--- config.mk ---
export PLATFORM = sky130hd
export DESIGN_NAME = aes_shiftmix_stage
export DESIGN_NICKNAME = d
export VERILOG_FILES = /design/src/rtl/aes_pkg.sv /design/src/rtl/aes_mixcol_word.sv /design/src/rtl/aes_shiftmix_stage.sv
export SDC_FILE = /design/constraint.sdc
export NUM_CORES = 1
export LEC_CHECK = 0
export ABC_AREA = 1
export BUFFER_PORTS_ARGS = -buffer_cell sky130_fd_sc_hd__buf_2
export CORE_ASPECT_RATIO = 0.8
export CORE_UTILIZATION = 57
export CTS_CLUSTER_SIZE = 16
export DETAILED_ROUTE_END_ITERATION = 12
export PLACE_DENSITY = 0.9
export SKIP_CTS_REPAIR_TIMING = 1
export SKIP_LAST_GASP = 1
export SLEW_MARGIN = 30
export SYNTH_ARGS = -nofsm -noshare
export SYNTH_HDL_FRONTEND = slang
export SYNTH_SLANG_ARGS = --single-unit
export TNS_END_PERCENT = 5
--- constraint.sdc ---
create_clock -name clk -period 1.85 [get_ports clk]
set_input_delay 0.185 -clock clk [delete_from_list [all_inputs] [get_ports clk]]
set_output_delay 0.185 -clock clk [all_outputs]
set_load 0.01 [all_outputs]
--- src/rtl/aes_pkg.sv ---
// Shared AES round definitions: state type, byte helpers and MixColumns on one column.
// Latency: none, pure types and combinational functions.
// Backpressure: not applicable.
package aes_pkg;

    localparam int AES_NB = 4;

    // Four 32-bit columns; each column has row 0 in bits [31:24] and row 3 in bits [7:0].
    typedef logic [AES_NB-1:0][31:0] aes_state_t;

    // Occupancy of the output register plus skid entry.
    typedef enum logic [1:0] {
        BUF_EMPTY = 2'd0,
        BUF_ONE   = 2'd1,
        BUF_TWO   = 2'd2
    } buf_state_t;

    // Multiply by x in GF(2^8) with the AES reduction polynomial.
    function automatic logic [7:0] xtime(input logic [7:0] b);
        return {b[6:0], 1'b0} ^ (b[7] ? 8'h1b : 8'h00);
    endfunction

    // Matrix [2 3 1 1; 1 2 3 1; 1 1 2 3; 3 1 1 2] applied to one column.
    function automatic logic [31:0] mixcol_word(input logic [31:0] w);
        logic [7:0] a0, a1, a2, a3;
        logic [7:0] b0, b1, b2, b3;
        a0 = w[31:24];
        a1 = w[23:16];
        a2 = w[15:8];
        a3 = w[7:0];
        b0 = xtime(a0) ^ xtime(a1) ^ a1 ^ a2 ^ a3;
        b1 = a0 ^ xtime(a1) ^ xtime(a2) ^ a2 ^ a3;
        b2 = a0 ^ a1 ^ xtime(a2) ^ xtime(a3) ^ a3;
        b3 = xtime(a0) ^ a0 ^ a1 ^ a2 ^ xtime(a3);
        return {b0, b1, b2, b3};
    endfunction

endpackage

--- src/rtl/aes_mixcol_word.sv ---
// MixColumns on a single 32-bit state column.
// Latency: combinational, zero cycles.
// Backpressure: none, no storage.
module aes_mixcol_word
    import aes_pkg::*;
(
    input  logic [31:0] col,
    output logic [31:0] mixed
);

    assign mixed = mixcol_word(col);

endmodule

--- src/rtl/aes_shiftmix_stage.sv ---
// AES round back-end: ShiftRows, MixColumns (skipped on the final round), AddRoundKey, registered.
// Latency: 1 cycle from accept to output valid, identical with or without the skid buffer.
// Backpressure: valid/ready; AES_SHIFTMIX_SKID_EN adds a skid entry so in_ready is registered.
module aes_shiftmix_stage
    import aes_pkg::*;
#(
    parameter int BYTE_W = 8
)
(
    input  logic        clk,
    input  logic        rst,
    input  logic        in_valid,
    output logic        in_ready,
    input  logic [31:0] in_col_0,
    input  logic [31:0] in_col_1,
    input  logic [31:0] in_col_2,
    input  logic [31:0] in_col_3,
    input  logic [31:0] in_rkey_0,
    input  logic [31:0] in_rkey_1,
    input  logic [31:0] in_rkey_2,
    input  logic [31:0] in_rkey_3,
    input  logic        in_last,
    output logic        out_valid,
    input  logic        out_ready,
    output logic [31:0] out_col_0,
    output logic [31:0] out_col_1,
    output logic [31:0] out_col_2,
    output logic [31:0] out_col_3,
    output logic        out_last
);

    aes_state_t in_st;
    aes_state_t rkey;
    aes_state_t shifted;
    aes_state_t mixed;
    aes_state_t result;
    aes_state_t out_q;
    logic       out_last_q;
    logic       accept;

    assign in_st = {in_col_3, in_col_2, in_col_1, in_col_0};
    assign rkey  = {in_rkey_3, in_rkey_2, in_rkey_1, in_rkey_0};

    // ShiftRows: row r of column c comes from row r of column (c+r) mod 4.
    always_comb begin
        shifted = '0;
        for (int c = 0; c < AES_NB; c++) begin
            for (int r = 0; r < AES_NB; r++) begin
                shifted[c][31-BYTE_W*r -: BYTE_W] = in_st[(c + r) % AES_NB][31-BYTE_W*r -: BYTE_W];
            end
        end
    end

    for (genvar g = 0; g < AES_NB; g++) begin : g_mix
        aes_mixcol_word u_mixcol (
            .col   (shifted[g]),
            .mixed (mixed[g])
        );
    end

    // AddRoundKey over either the mixed or, on the final round, the shifted state.
    always_comb begin
        result = '0;
        for (int c = 0; c < AES_NB; c++) begin
            result[c] = (in_last ? shifted[c] : mixed[c]) ^ rkey[c];
        end
    end

    assign accept = in_valid && in_ready;

`ifdef AES_SHIFTMIX_SKID_EN
    buf_state_t state;
    buf_state_t state_nxt;
    aes_state_t skid_q;
    logic       skid_last_q;
    logic       deliver;
    logic       load_out;
    logic       load_skid;
    logic       skid_to_out;

    // Ready depends only on registered occupancy, never on out_ready.
    assign in_ready  = (state != BUF_TWO);
    assign out_valid = (state != BUF_EMPTY);
    assign deliver   = out_valid && out_ready;

    // Occupancy register; reset drops both entries.
    always_ff @(posedge clk) begin
        if (rst) begin
            state <= BUF_EMPTY;
        end else begin
            state <= state_nxt;
        end
    end

    // Next occupancy and which register captures the round result.
    always_comb begin
        state_nxt   = state;
        load_out    = 1'b0;
        load_skid   = 1'b0;
        skid_to_out = 1'b0;
        case (state)
            BUF_EMPTY: begin
                if (accept) begin
                    state_nxt = BUF_ONE;
                    load_out  = 1'b1;
                end
            end
            BUF_ONE: begin
                if (accept && deliver) begin
                    load_out = 1'b1;
                end else if (accept) begin
                    state_nxt = BUF_TWO;
                    load_skid = 1'b1;
                end else if (deliver) begin
                    state_nxt = BUF_EMPTY;
                end
            end
            BUF_TWO: begin
                // No accept is possible here since in_ready is low.
                if (deliver) begin
                    state_nxt   = BUF_ONE;
                    skid_to_out = 1'b1;
                end
            end
            default: begin
                state_nxt = BUF_EMPTY;
            end
        endcase
    end

    // Output and skid data registers; skid holds an already-finished round result.
    always_ff @(posedge clk) begin
        if (rst) begin
            out_q       <= '0;
            out_last_q  <= 1'b0;
            skid_q      <= '0;
            skid_last_q <= 1'b0;
        end else begin
            if (load_out) begin
                out_q      <= result;
                out_last_q <= in_last;
            end else if (skid_to_out) begin
                out_q      <= skid_q;
                out_last_q <= skid_last_q;
            end
            if (load_skid) begin
                skid_q      <= result;
                skid_last_q <= in_last;
            end
        end
    end
`else
    logic out_valid_q;

    assign in_ready  = !out_valid_q || out_ready;
    assign out_valid = out_valid_q;

    // Single output register: load on accept, empty on delivery with nothing behind it.
    always_ff @(posedge clk) begin
        if (rst) begin
            out_valid_q <= 1'b0;
            out_q       <= '0;
            out_last_q  <= 1'b0;
        end else if (accept) begin
            out_valid_q <= 1'b1;
            out_q       <= result;
            out_last_q  <= in_last;
        end else if (out_ready) begin
            out_valid_q <= 1'b0;
        end
    end
`endif

    assign out_col_0 = out_q[0];
    assign out_col_1 = out_q[1];
    assign out_col_2 = out_q[2];
    assign out_col_3 = out_q[3];
    assign out_last  = out_last_q;

endmodule
# --- Word-level counts from Yosys, hierarchy flattened ---
# Index checks and enable logic that the tools add are counted.
totals:
  register_bits: 130
  inputBits: 261
classes:
  muxes: 22
  n_reduce_logical: 4
  bitwise_logic: 84
op_table:
  columns: ["op", "n"]
  rows:
  - ["8-bit bitwise XOR", 77]
  - ["32-bit 2-to-1 mux", 4]
  - ["32-bit bitwise XOR", 4]
  - ["5-bit 2-to-1 mux", 16]
  - ["8-bit by 5-bit bitwise XOR with 8-bit output", 3]
  - ["1-bit 2-to-1 mux", 2]
  - ["2-bit nonzero test", 1]
  - ["1-bit logical AND", 1]
  - ["1-bit logical NOT", 1]
  - ["1-bit logical OR", 1]

# --- Logic depth before layout (Yosys ltp) ---
depth:
  depth_word: 8
  depth_mapped: 14
  mapped_depth_nobuf: 13

# --- Modules after synthesis ---
# A second synthesis with hierarchy kept.
unflattened:
  cells_unflattened: 3735
  area_unflattened_um2: 18477.7
modules_own_cells:
  columns: ["mod", "area_per_inst_um2", "cells_per_inst", "seq_area_each_um2", "n_inst"]
  rows:
  - ["aes_shiftmix_stage", 10755.3, 2031, 2602.5, 1]
  - ["aes_mixcol_word", 1930.6, 426, 0.0, 4]

# --- Worst setup path after synthesis ---
# OpenSTA, ideal clock, no wires.
synth_timing:
  path_type: "reg2reg"
  startpoint: "register out_valid_q (netlist: out_valid)"
  endpoint: "register out_q, in the netlist out_col_0[25]"
  setup_slack_ns: 0.499
  path_buffers: 2
  setup_ns: 0.109
  stages_incl_launch_ff: 10
  t_required_ns: 1.741
  arrival_ns: 1.242
  cell_sequence: "dfxtp_1 > nand2_1 > nand2_1 > clkinv_1 > buf_4 > buf_6 > nor2_1 > nor2_1 > nand2_1 > inv_1"
synth_between:
  elab_chain_len: 3
synth_rtl:
  columns: ["element", "line_no", "text"]
  rows:
  - ["from (decl)", "aes_shiftmix_stage.sv:153", "logic out_valid_q;"]
  - ["from (signal assigned)", "aes_shiftmix_stage.sv:161", "out_valid_q <= 1'b0;"]
  - ["from (signal assigned)", "aes_shiftmix_stage.sv:165", "out_valid_q <= 1'b1;"]
  - ["from (signal assigned)", "aes_shiftmix_stage.sv:169", "out_valid_q <= 1'b0;"]
  - ["1-bit logical NOT", "aes_shiftmix_stage.sv:155", "assign in_ready = !out_valid_q || out_ready;"]
  - ["1-bit logical OR", "aes_shiftmix_stage.sv:155", null]
  - ["net in_ready", "aes_shiftmix_stage.sv:13", "output logic in_ready,"]
  - ["1-bit logical AND", "aes_shiftmix_stage.sv:69", "assign accept = in_valid && in_ready;"]
  - ["to (signal assigned)", "aes_shiftmix_stage.sv:166", "out_q <= result;"]
  - ["to (decl)", "aes_shiftmix_stage.sv:37", "aes_state_t out_q;"]
# The timed path passes the listed nets, and every way through them passes these cells.
# A chain may end at the register's enable or synchronous reset.

# --- Final worst setup path ---
layout_timing:
  startpoint: "register out_valid_q (netlist: out_valid)"
  endpoint: "register out_q, in the netlist out_col_1[28]"
layout_between:
  elab_chain_len: 3
layout_rtl:
  columns: ["element", "line_no"]
  rows:
  - ["1-bit logical NOT", "aes_shiftmix_stage.sv:155"]
  - ["1-bit logical OR", "aes_shiftmix_stage.sv:155"]
  - ["1-bit logical AND", "aes_shiftmix_stage.sv:69"]
# Every way passes these cells.

==> impl_metrics.toml <==
[grt]
antenna_found_initial = 10
grt_max_degree = 136
grt_pass1_wl_um = 84500
grt_overflow_total = 0
grt_usage_pct = 34.8
grt_pass1_vias = 18100

[worst_setup_path]
required_ns = 2.18
critPathBufInv = 3
cp_max_fo = 50
cpLargestDelayFamily = "buffers and inverters"
critPathMaxStageDelay_ns = 0.33
path_cells = "nand2_1, nand2_1, inv_8, buf_12, nand3_1, nand2_1, inv_1"
critPathSlowestCell = "inv_8"
end_kind = "flop"
path_common_cell = "nand2_1"
arrival_ns = 1.85
crit_type = "flop to flop"
critPathLaunchType = "flop"

[layout]
syn_to_final_growth_pct = 15.7
fill_cells = 2663
fin_nets = 3964
instances_no_fill = 4093
layout-drive-gt1-share_pct = 14.3
final_area_um2 = 18900

[drt]
drtIter0Drc = 2072
wl_um = 52000
avgRoutedWirePerCell_um = 12.7
drt_pass1_iterations = 6
vias = 21200
ant_nets = 0
drc_errors = 0
vias_per_cell = 5.19

[clocking]
clock_sinks = 130
cts_buffer_depth = 2
clock_latency_ns = 0.44
numCtsBuffers = 17
root_buffer = "clkbuf_16"
cts_tree = "yes"
clk_pin_slew_ns = 0.06
h-tree-depth = 4

[floorplan]
dieHeight_um = 154
die_area_um2 = 29400
pin_count = 392
initial_utilization_pct = 58.0
core_area_um2 = 28200
die_x_um = 191
rows = 55

[place]
numPortBuffers = 391
place.gp.congestion = 0.986
post_dp_cell_area_um2 = 18300
place_inst = 4054
dp_hpwl_um = 39500

[timing]
fin_setup_tns_ns = 0
worstMarginPinSlew_ns = 0.722
fin_skew_ns = 0.0136
hold_viol_final = 0
fmax_mhz = 657
finalSetupViolCount = 0
maxSlewHeadroom_pct = 51.9
min_period_over_period_pct = 82.2
fin_crit_ns = 1.52
grt_setup_unrepaired = "false"
finalMaxSlewViolations = 0

[yosys]
synth_fp_nets = 3662
yosys_warnings = 0
synth_area_leaders = "nand2_1, dfxtp_1, nand3_1, inv_1, nor2_1"
synth.avg_cell_area_um2 = 4.81
synth_edf_count = 0
synthesis.area_um2 = 16400
synth.most_common_cell = "nand2_1"
synth_top_area_share_pct = 41.2
async_flop_share_pct = 0
yosys-top-cells-count = "nand2_1, nand3_1, inv_1"
yosysSeqAreaShare_pct = 15.9
synthFlopType = "dfxtp_1"
yosysUniqueCellTypes = 26
synthCells = 3401
ys_ff_latch = 130
synth_largest_area_cell = "nand2_1"

[run_status]
status = "finished clean"

[flow_run]
drv_cap = 0

[power]
p_leak_nw = 12.6
ir_drop_mv = 0.623
power_density_nw_per_um2 = 608

[min_path]
hold_class = "primary input to flop"
## metal layers
metal	up-vias	part of all wire, %	GRT usage, %	wire (um)
met5	-	0.075	0	39
met4	6	3.2	14.1	1680
met3	153	13	8.40	6530
met2	1196	42	53.8	21900
met1	8980	42	46.1	21800
li1	10900	-	-	-
## cell families after synthesis
logic type	synth area share (%)
AND/OR/NAND/NOR	64.8
AO/OA/AOI/OAI	1.71
XOR/XNOR	2.72
flip-flops	15.9
buffers and inverters	14.8
## final cells by class
cell class / count / area (um^2) / share of cell area [%]
clock buffers: 21 / 460 / 2.43
diodes: 7 / 17.5 / 0.0926
flip-flops and latches: 130 / 2600 / 13.8
multi-input cells: 2720 / 11300 / 59.9
clock inverters: 11 / 154 / 0.813
inverters: 417 / 1600 / 8.47
repair buffers: 417 / 2290 / 12.1
well taps: 370 / 463 / 2.45
## report_power, final
| group | total (mW) | internal (mW) | switching, mW |
|---|---|---|---|
| registers | 3.18 | 3.05 | 0.127 |
| logic | 4.59 | 1.64 | 2.95 |
| clock network | 3.74 | 2.21 | 1.53 |
| total | 11.5 | 6.90 | 4.61 |
## through the flow
stage                     utilization [%]  hold slack, ns  setup WS [ns]  total power [mW]
final                                67.1          0.0442          0.329              11.5
after detailed placement             64.8           0.485          0.303              7.72
after floorplan                         -           0.360          0.499              6.44
after global placement               64.8           0.482          0.336              7.64
after global routing                 67.0          0.0549          0.169              12.3
after CTS                            67.0          0.0238          0.339              11.5
## state kept, by name (all words and copies together) (netlist names)
signal / count
out_col_2: 32
out_valid: 1
out_col_3: 32
out_col_1: 32
out_col_0: 32
out_last: 1
## final timing paths
path                                      to  cells after the start  slack (ns)              startpoint
setup / recovery  out_col_1[28]$_SDFFE_PP0P_                      7        0.33  out_valid$_SDFFE_PP0P_
hold / removal    out_col_1[22]$_SDFFE_PP0P_                      5        0.04           in_rkey_1[22]
setup reg to reg  out_col_1[28]$_SDFFE_PP0P_                      7        0.33  out_valid$_SDFFE_PP0P_
hold reg to reg       out_valid$_SDFFE_PP0P_                      2        0.52  out_valid$_SDFFE_PP0P_
## layout by cell type, fill, tap and decap left out
cell type	count
nand2_1	1794
nand3_1	463
buf_2	389
inv_1	356
nor2_1	302
dfxtp_1	130
inv_2	51
nand3b_1	34
xnor2_1	29
xor2_1	20
o21ai_0	20
a21oi_1	20
nand2_2	19
clkbuf_16	17
buf_4	17
o21ai_1	11
buf_12	11
diode_2	7
inv_4	7
nand3_2	4
clkinv_4	4
bufinv_16	3
inv_8	2
a21o_1	2
inv_6	2
clkinvlp_4	2
clkbuf_8	2
clkbuf_1	2
a21oi_2	1
xnor2_2	1
clkinv_2	1
## worst min-delay path: cells and delay by family
kind          cells  cell delay (ns)
buf+inv           2             0.12
simple gates      3             0.13
(Power assumes the default switching activity.)
